## config.mk

```make
export PLATFORM = sky130hd
export DESIGN_NAME = mem_port_arbiter
export DESIGN_NICKNAME = d
export VERILOG_FILES = /design/src/rtl/mem_port_arbiter.sv
export SDC_FILE = /design/constraint.sdc
export NUM_CORES = 1
export LEC_CHECK = 0
export ABC_AREA = 0
export BUFFER_PORTS_ARGS = -buffer_cell sky130_fd_sc_hd__buf_2
export CAP_MARGIN = 15
export CORE_ASPECT_RATIO = 1.25
export CORE_MARGIN = 3
export CORE_UTILIZATION = 45
export DETAILED_ROUTE_END_ITERATION = 10
export PLACE_DENSITY = 0.72
export SYNTH_ARGS = -nofsm -noshare
export SYNTH_HDL_FRONTEND = slang
export SYNTH_SLANG_ARGS = --single-unit
```

## constraint.sdc

```tcl
create_clock -name clkIn -period 14.4 [get_ports clkIn]
set_input_delay 1.44 -clock clkIn [delete_from_list [all_inputs] [get_ports clkIn]]
set_output_delay 1.44 -clock clkIn [all_outputs]
set_load 0.02 [all_outputs]
```

## src/rtl/mem_port_arbiter.sv

```systemverilog
// mem_port_arbiter: owns the byte-wide RAM port and moves whole cache lines
// over it for the I-cache refill side and the D-cache refill/write-back side.
// One line per grant, one byte per cycle, honouring the bus readyIn stall.
// Optional feature macro: MEM_ARB_STARVE_GUARD_EN. When defined, the I-side
// wins a tie after STARVE_LIMIT consecutive losses. When undefined, the D-side
// always wins a tie.
module mem_port_arbiter #(
  parameter int ADDR_WIDTH   = 17,
  parameter int BLOCK_WIDTH  = 4,
  parameter int BLOCK_SIZE   = 2**BLOCK_WIDTH,
  parameter int STARVE_LIMIT = 4
) (
  input  logic                               clkIn,
  input  logic                               resetIn,
  input  logic                               readyIn,
  input  logic [7:0]                         memIn,
  output logic [ADDR_WIDTH-1:0]              memAddr,
  output logic [7:0]                         memOut,
  output logic                               readWriteOut,
  input  logic                               icReq,
  input  logic [ADDR_WIDTH-BLOCK_WIDTH-1:0]  icTag,
  input  logic                               dcReq,
  input  logic                               dcWrite,
  input  logic [ADDR_WIDTH-BLOCK_WIDTH-1:0]  dcTag,
  input  logic [BLOCK_SIZE*8-1:0]            dcWData,
  output logic [BLOCK_SIZE*8-1:0]            lineOut,
  output logic                               icDone,
  output logic                               dcDone,
  output logic                               busy
);

  localparam int TAG_WIDTH = ADDR_WIDTH - BLOCK_WIDTH;
  localparam int LINE_BITS = BLOCK_SIZE * 8;

  localparam logic [BLOCK_WIDTH:0] CNT_ONE     = (BLOCK_WIDTH+1)'(1);
  localparam logic [BLOCK_WIDTH:0] CNT_FULL    = (BLOCK_WIDTH+1)'(BLOCK_SIZE);
  localparam logic [BLOCK_WIDTH:0] CNT_LAST_WR = (BLOCK_WIDTH+1)'(BLOCK_SIZE - 1);

  typedef enum logic [1:0] {IDLE, READ, WRITE, DONE} stateT;
  typedef enum logic {OWNER_IC, OWNER_DC} ownerT;

  stateT                  state;
  ownerT                  owner;
  logic [BLOCK_WIDTH:0]   cnt;
  logic [BLOCK_WIDTH:0]   cntPrev;
  logic [BLOCK_WIDTH-1:0] capIdx;
  logic [TAG_WIDTH-1:0]   tag;
  logic [LINE_BITS-1:0]   wData;
  logic [LINE_BITS-1:0]   wShift;
  logic [LINE_BITS-1:0]   lineBuf;
  logic                   icWins;

  // A READ at cnt >= 1 captures the byte addressed one cycle earlier.
  assign cntPrev = cnt - CNT_ONE;
  assign capIdx  = cntPrev[BLOCK_WIDTH-1:0];
  assign wShift  = wData >> {cnt[BLOCK_WIDTH-1:0], 3'b000};

`ifdef MEM_ARB_STARVE_GUARD_EN
  localparam int STARVE_WIDTH = $clog2(STARVE_LIMIT + 1);
  localparam logic [STARVE_WIDTH-1:0] STARVE_MAX = STARVE_WIDTH'(STARVE_LIMIT);
  localparam logic [STARVE_WIDTH-1:0] STARVE_ONE = STARVE_WIDTH'(1);

  logic [STARVE_WIDTH-1:0] starveCnt;

  // The I-side takes a tie once it has lost STARVE_LIMIT ties in a row.
  assign icWins = icReq && (!dcReq || (starveCnt == STARVE_MAX));
`else
  // Strict priority: the D-side always takes a tie.
  assign icWins = icReq && !dcReq;
`endif

  // Transfer FSM: grant, byte counter, latched operands and line capture.
  always_ff @(posedge clkIn or posedge resetIn) begin
    if (resetIn) begin
      state   <= IDLE;
      owner   <= OWNER_IC;
      cnt     <= '0;
      tag     <= '0;
      wData   <= '0;
      // NOTE: lineBuf is reset because lineOut must read zero out of reset;
      // a plain line store with no such requirement would skip the reset.
      lineBuf <= '0;
`ifdef MEM_ARB_STARVE_GUARD_EN
      starveCnt <= '0;
`endif
    end else begin
      // NOTE: non-blocking assignments here, so every branch sees the
      // pre-edge cnt/state, no matter in which order the statements appear.
      unique case (state)
        IDLE: begin
          if (readyIn && (icReq || dcReq)) begin
            cnt <= '0;
            if (icWins) begin
              owner <= OWNER_IC;
              tag   <= icTag;
              state <= READ;
`ifdef MEM_ARB_STARVE_GUARD_EN
              starveCnt <= '0;
`endif
            end else begin
              owner <= OWNER_DC;
              tag   <= dcTag;
              if (dcWrite) begin
                wData <= dcWData;
                state <= WRITE;
              end else begin
                state <= READ;
              end
`ifdef MEM_ARB_STARVE_GUARD_EN
              if (icReq && (starveCnt != STARVE_MAX)) begin
                starveCnt <= starveCnt + STARVE_ONE;
              end
`endif
            end
          end
        end
        READ: begin
          if (readyIn) begin
            if (cnt != '0) begin
              lineBuf[{capIdx, 3'b000} +: 8] <= memIn;
            end
            if (cnt == CNT_FULL) begin
              state <= DONE;
            end else begin
              cnt <= cnt + CNT_ONE;
            end
          end
        end
        WRITE: begin
          if (readyIn) begin
            if (cnt == CNT_LAST_WR) begin
              state <= DONE;
            end else begin
              cnt <= cnt + CNT_ONE;
            end
          end
        end
        DONE: begin
          state <= IDLE;
        end
        default: begin
          state <= IDLE;
        end
      endcase
    end
  end

  // RAM port decode; a stalled READ re-presents the previous byte address so
  // the capture on resume sees the right data, a stalled WRITE drops the strobe.
  always_comb begin
    // NOTE: every output gets a default first, so no path leaves one
    // unassigned and no latch is inferred.
    memAddr      = '0;
    memOut       = '0;
    readWriteOut = 1'b1;
    unique case (state)
      READ: begin
        if (readyIn || (cnt == '0)) begin
          memAddr = {tag, cnt[BLOCK_WIDTH-1:0]};
        end else begin
          memAddr = {tag, capIdx};
        end
      end
      WRITE: begin
        memAddr      = {tag, cnt[BLOCK_WIDTH-1:0]};
        memOut       = wShift[7:0];
        readWriteOut = !readyIn;
      end
      default: begin
        memAddr      = '0;
      end
    endcase
  end

  assign lineOut = lineBuf;
  assign busy    = (state != IDLE);
  assign icDone  = (state == DONE) && (owner == OWNER_IC);
  assign dcDone  = (state == DONE) && (owner == OWNER_DC);

endmodule

```

# Word level (Yosys, flattened, before mapping)
# Index checks and enable logic that the tools add are counted.
totals:
  regBits: 277
  latch_bits: 0
  ram_bits: 0
  rom_bits: 0
  in_bits: 168
  out_inout_bits: 157
  elab_cells: 65
  memories: 0
classes:
  addsub: 3
  mul: 0
  n_div: 0
  n_lt_le_gt_ge: 0
  n_eq_ne: 12
  shift: 3
  n_mux: 21
  bitwise_logic: 2
  reduce_logical: 18
op_table:
  columns: ["operator", "count"]
  rows:
  - ["$bwmux W128", 1]
  - ["$shift A8 B9 Y128 const A", 1]
  - ["$shiftx A8 B9 Y128", 1]
  - ["$shr A128 B7 Y8", 1]
  - ["$pmux W17 S2", 1]
  - ["$mux W5", 5]
  - ["$pmux W5 S3", 1]
  - ["$mux W2", 7]
  - ["$ne A2 B2 Y1 const B", 7]
  - ["$mux W13", 1]
  - ["$neg A7 Y9", 1]
  - ["$mux W8", 1]
  - ["$pmux W2 S4", 1]
  - ["$reduce_and A6 Y1", 1]
  - ["$add A5 B1 Y5 const B", 1]
  - ["$eq A5 B4 Y1 const B", 1]
  - ["$eq A5 B5 Y1 const B", 1]
  - ["$logic_not A5 Y1", 1]
  - ["$reduce_and A5 Y1", 1]
  - ["$reduce_bool A5 Y1", 1]
  - ["$eq A2 B2 Y1 const B", 2]
  - ["$logic_and A1 B1 Y1", 4]
  - ["$mux W4", 1]
  - ["$reduce_and A4 Y1", 1]
  - ["11 further kinds", 15]

# Depth between registers and ports, before layout
logic_depth:
  word_depth: 5
  mapped_depth: 11
  depth_no_buf: 7

# Least setup slack after synthesis
# OpenSTA, ideal clock, no wires.
synth_timing:
  path_kind: "flip-flop to output port"
  from: "reg cnt[1]"
  to: "out memAddr[3]"
  arrival_ps: 2365
  required_time_ps: 12960
  setup_slack_ps: 10595
  stages_incl_launch_ff: 10
  path_buffers: 2
  path_cell_list: "dfrtp_1 > clkbuf_1 > clkbuf_1 > inv_1 > ha_1 > or4b_1 > nand2b_1 > a21o_1 > o21ai_0 > a21oi_1"
synth_between:
  elab_chain_len: 4
  elab_cells_between_ends: 5
  classes_between: "add/sub: 1; mux: 2; reduce/logical: 2"
synth_lines:
  columns: ["element", "line", "rtl"]
  rows:
  - ["start, declared", "44", "logic [BLOCK_WIDTH:0] cnt;"]
  - ["start signal, assigned", "125", "cnt <= cnt + CNT_ONE;"]
  - ["start signal, assigned", "134", "cnt <= cnt + CNT_ONE;"]
  - ["branches (longest 2 deep; another with $sub A4 B1 Y4)", null, null]
  - ["$mux W4 *", "158", "if (readyIn || (cnt == '0)) begin"]
  - ["$pmux W17 S2 *", "156", "unique case (state)"]
  - ["end, declared", "17", "output logic [ADDR_WIDTH-1:0] memAddr,"]
# Mark *: on every way between the ends.

# Worst setup path in the final report
layout_timing:
  from: "reg cnt[0]"
  to: "out memAddr[2]"
# Same word-level chain as after synthesis.

==> impl_metrics.env <==
export IMPL_status="completed"
export IMPL_crit_arrival_ps=3110
export IMPL_fin_nets=1364
export IMPL_synth_warnings=0
export IMPL_crit_path_top_delay_cell="buf_4"
export IMPL_r2r_worst_path_cells=7
export IMPL_initial_core_util=0.4635
export IMPL_clock_latency_ps=540
export IMPL_synth_area_mm2=0.01263
export IMPL_final_hold_viol_count=0
export IMPL_grt_pass1_wl_um=48880
export IMPL_core_rowCount=67
export IMPL_drc=0
export IMPL_mostFrequentLayoutCell="buf_2"
export IMPL_fin_setup_tns_ps=0
export IMPL_cts_root_buf="clkbuf_16"
export IMPL_cts_setup_buffers=0
export IMPL_synth_edf_count=0
export IMPL_worstHoldStart="tag[6]"
export IMPL_p_leak_uw=0.007977
export IMPL_r2r_start="cnt[0]"
export IMPL_cts_resized=0
export IMPL_cts_htree_levels=1
export IMPL_pwr_share_seq=0.383
export IMPL_min_path_type="reg2reg"
export IMPL_critPathKind="reg2out"
export IMPL_synth_cell_types=45
export IMPL_cpPeakStageDelay_ps=620
export IMPL_required_ps=12960
export IMPL_final_cell_mix="buf_2 (324), dfrtp_1 (275), mux2_2 (180)"
export IMPL_gp_congestion=0.7557
export IMPL_ys_seq_area_frac=0.5489
export IMPL_drv_slew=0
export IMPL_cts_buffer_depth=3
export IMPL_ys_flop_type="dfrtp_1"
export IMPL_die_y_um=193.3
export IMPL_drive_above_1_share=0.5416
export IMPL_core_area_mm2=0.02724
export IMPL_die_w_um=155.8
export IMPL_fp_dieArea_mm2=0.03012
export IMPL_hpwl_um=22450
export IMPL_pin_count=325
export IMPL_period_share=0.3156
export IMPL_min_delay_path_depth=2
export IMPL_first_pass_iters=4
export IMPL_path_clk_slew_ps=60
export IMPL_r2r_end="lineOut[22]"
export IMPL_track_usage=0.2024
export IMPL_worst_pin_slew_ps=1090
export IMPL_syn_inst=861
export IMPL_numCtsBuffers=28
export IMPL_finalNonFillerCells=1548
export IMPL_r2r_slack_ps=10600
export IMPL_holdWs_ps=471.7
export IMPL_finClkSkew_ps=12.98
export IMPL_hold_buffers=0
export IMPL_cts_sinks=277
export IMPL_grt_pass1_vias=8557
export IMPL_start_kind="flop"
export IMPL_final_util=0.5681
export IMPL_grt_overflow_total=0
export IMPL_setup_violations_final=0
export IMPL_slew_headroom=0.2684
export IMPL_p_per_area_mw_per_mm2=220.2
export IMPL_tritoncts="built"
export IMPL_fmax_ghz=0.2200
export IMPL_p_switching_uw=1246
export IMPL_crit_chain="buf_4 > inv_1 > ha_1 > or4b_1 > nand3b_1 > nor2_1 > o21ai_0 > a21oi_1 > buf_2"
export IMPL_cap_violations=0
export IMPL_p_sw_frac=0.3657
export IMPL_syn_avg_cell_area_um2=14.67
export IMPL_drtIter0Drc=353
export IMPL_vias=8141
export IMPL_rsz0062_at_grt="no"
export IMPL_peakVddDrop_mv=0.1114
export IMPL_syn_nets=1041
export IMPL_synthToLayoutAreaGrowth_pct=22.56
export IMPL_grt_max_degree=127
export IMPL_whs_endpoint="tag[6]"
export IMPL_antenna_found_initial=9
export IMPL_critPathCaptureType="primary output"
export IMPL_min_period_ps=4545
export IMPL_fin_total_pwr_uw=3408
export IMPL_dp_cells=1499
export IMPL_internal_power_uw=2162
export IMPL_ys_ff_latch=277
export IMPL_wl_um=31200
export IMPL_wl_per_cell_um=20.15
export IMPL_ys_async_sr_fraction=1.000
export IMPL_pwr_share_comb=0.408
export IMPL_numPortBuffers=324
export IMPL_crit_path_max_fanout=47
export IMPL_viasPerCell=5.259
export IMPL_pwr_share_clk=0.209
export IMPL_postRouteAntennaNets=0
==> registers in the layout, indices dropped and copies added, names as in the netlist <==
register and count:
owner 1, state 2, wData 128, tag 13, cnt 5, lineOut 128
==> Yosys cell counts, types with 12 or more instances <==
cell      count  area share
inv_1        17      0.0051
and2_1       47       0.023
mux2_4       40       0.048
dfrtp_1     277        0.55
a22oi_1      16      0.0095
mux4_2       32       0.057
nand2_1      33      0.0098
o21ai_0      21      0.0083
mux2_1       29       0.026
clkbuf_1     25      0.0074
ha_1         12       0.012
nor2_1       18      0.0053
mux2i_1      22       0.017
mux2_2      180        0.16
==> worst max-delay path, delay by kind of cell (launching register included) <==
kind / cells / cell delay [ps]
flip-flops: 1 / 340
AO/OA/AOI/OAI: 2 / 250
buffers and inverters: 3 / 1090
AND/OR/NAND/NOR: 3 / 520
adder cells (fa/ha/maj): 1 / 330
==> cell type report <==
| type | count | area, um2 |
|---|---|---|
| fillers | 2259 | 11770 |
| inverters | 18 | 75.07 |
| diodes | 1 | 2.502 |
| well taps | 345 | 431.7 |
| repair buffers | 334 | 1697 |
| flip-flops and latches | 277 | 6934 |
| clock inverters | 7 | 68.82 |
| clock buffers | 41 | 830.8 |
| multi-input cells | 525 | 5438 |
==> power by group through the flow <==
| stage | Combinational (uW) | Clock (uW) | Sequential, uW |
|---|---|---|---|
| finish | 1390 | 712 | 1310 |
| floorplan | 861 | 0 | 1420 |
| CTS | 1410 | 733 | 1310 |
| global route | 1510 | 765 | 1350 |
| detailed placement | 1410 | 0 | 1320 |
| global placement | 1380 | 0 | 1300 |
==> per-stage QoR <==
stage	setup slack, ps	cell area [um2]
CTS	9776	15470
detailed placement	10360	14580
floorplan	5323	12630
global placement	10440	14580
finish	9855	15480
global route	9453	15480
==> per-layer routing <==
metal | routed length, um | share of wire | global-route usage
met5 | 83 | 0.0027 | 0
met4 | 559 | 0.018 | 0.04090
met3 | 2585 | 0.083 | 0.06035
met2 | 15420 | 0.49 | 0.3400
met1 | 12550 | 0.40 | 0.2613
==> worst max-delay path by stage <==
| stage | to | cells after the start | slack [ps] | start |
|---|---|---|---|---|
| final | memAddr[2] | 9 | 9850 | cnt[0] |
| after global routing | memAddr[2] | 9 | 9450 | cnt[0] |
| after CTS | memAddr[3] | 9 | 9780 | cnt[0] |
| after detailed placement | memAddr[2] | 9 | 10360 | cnt[0] |
| after global placement | memAddr[3] | 9 | 10440 | cnt[0] |
| after floorplan | cnt[0] | 1 | 5320 | resetIn |
==> cells by family (layout without fill, tap and decap cells) <==
| logic type | Yosys count | in the layout | share of synthesized area |
|---|---|---|---|
| flops | 277 | 277 | 0.5489 |
| xor+xnor | 4 | 4 | 0.007233 |
| buf+inv | 59 | 400 | 0.02051 |
| fa+ha+maj | 12 | 12 | 0.01189 |
| mux | 303 | 303 | 0.3084 |
| simple gates | 143 | 143 | 0.06896 |
| other cells | 0 | 1 | 0 |
| compound gates | 63 | 63 | 0.03408 |
No activity file was read; power rests on OpenSTA's default activity.
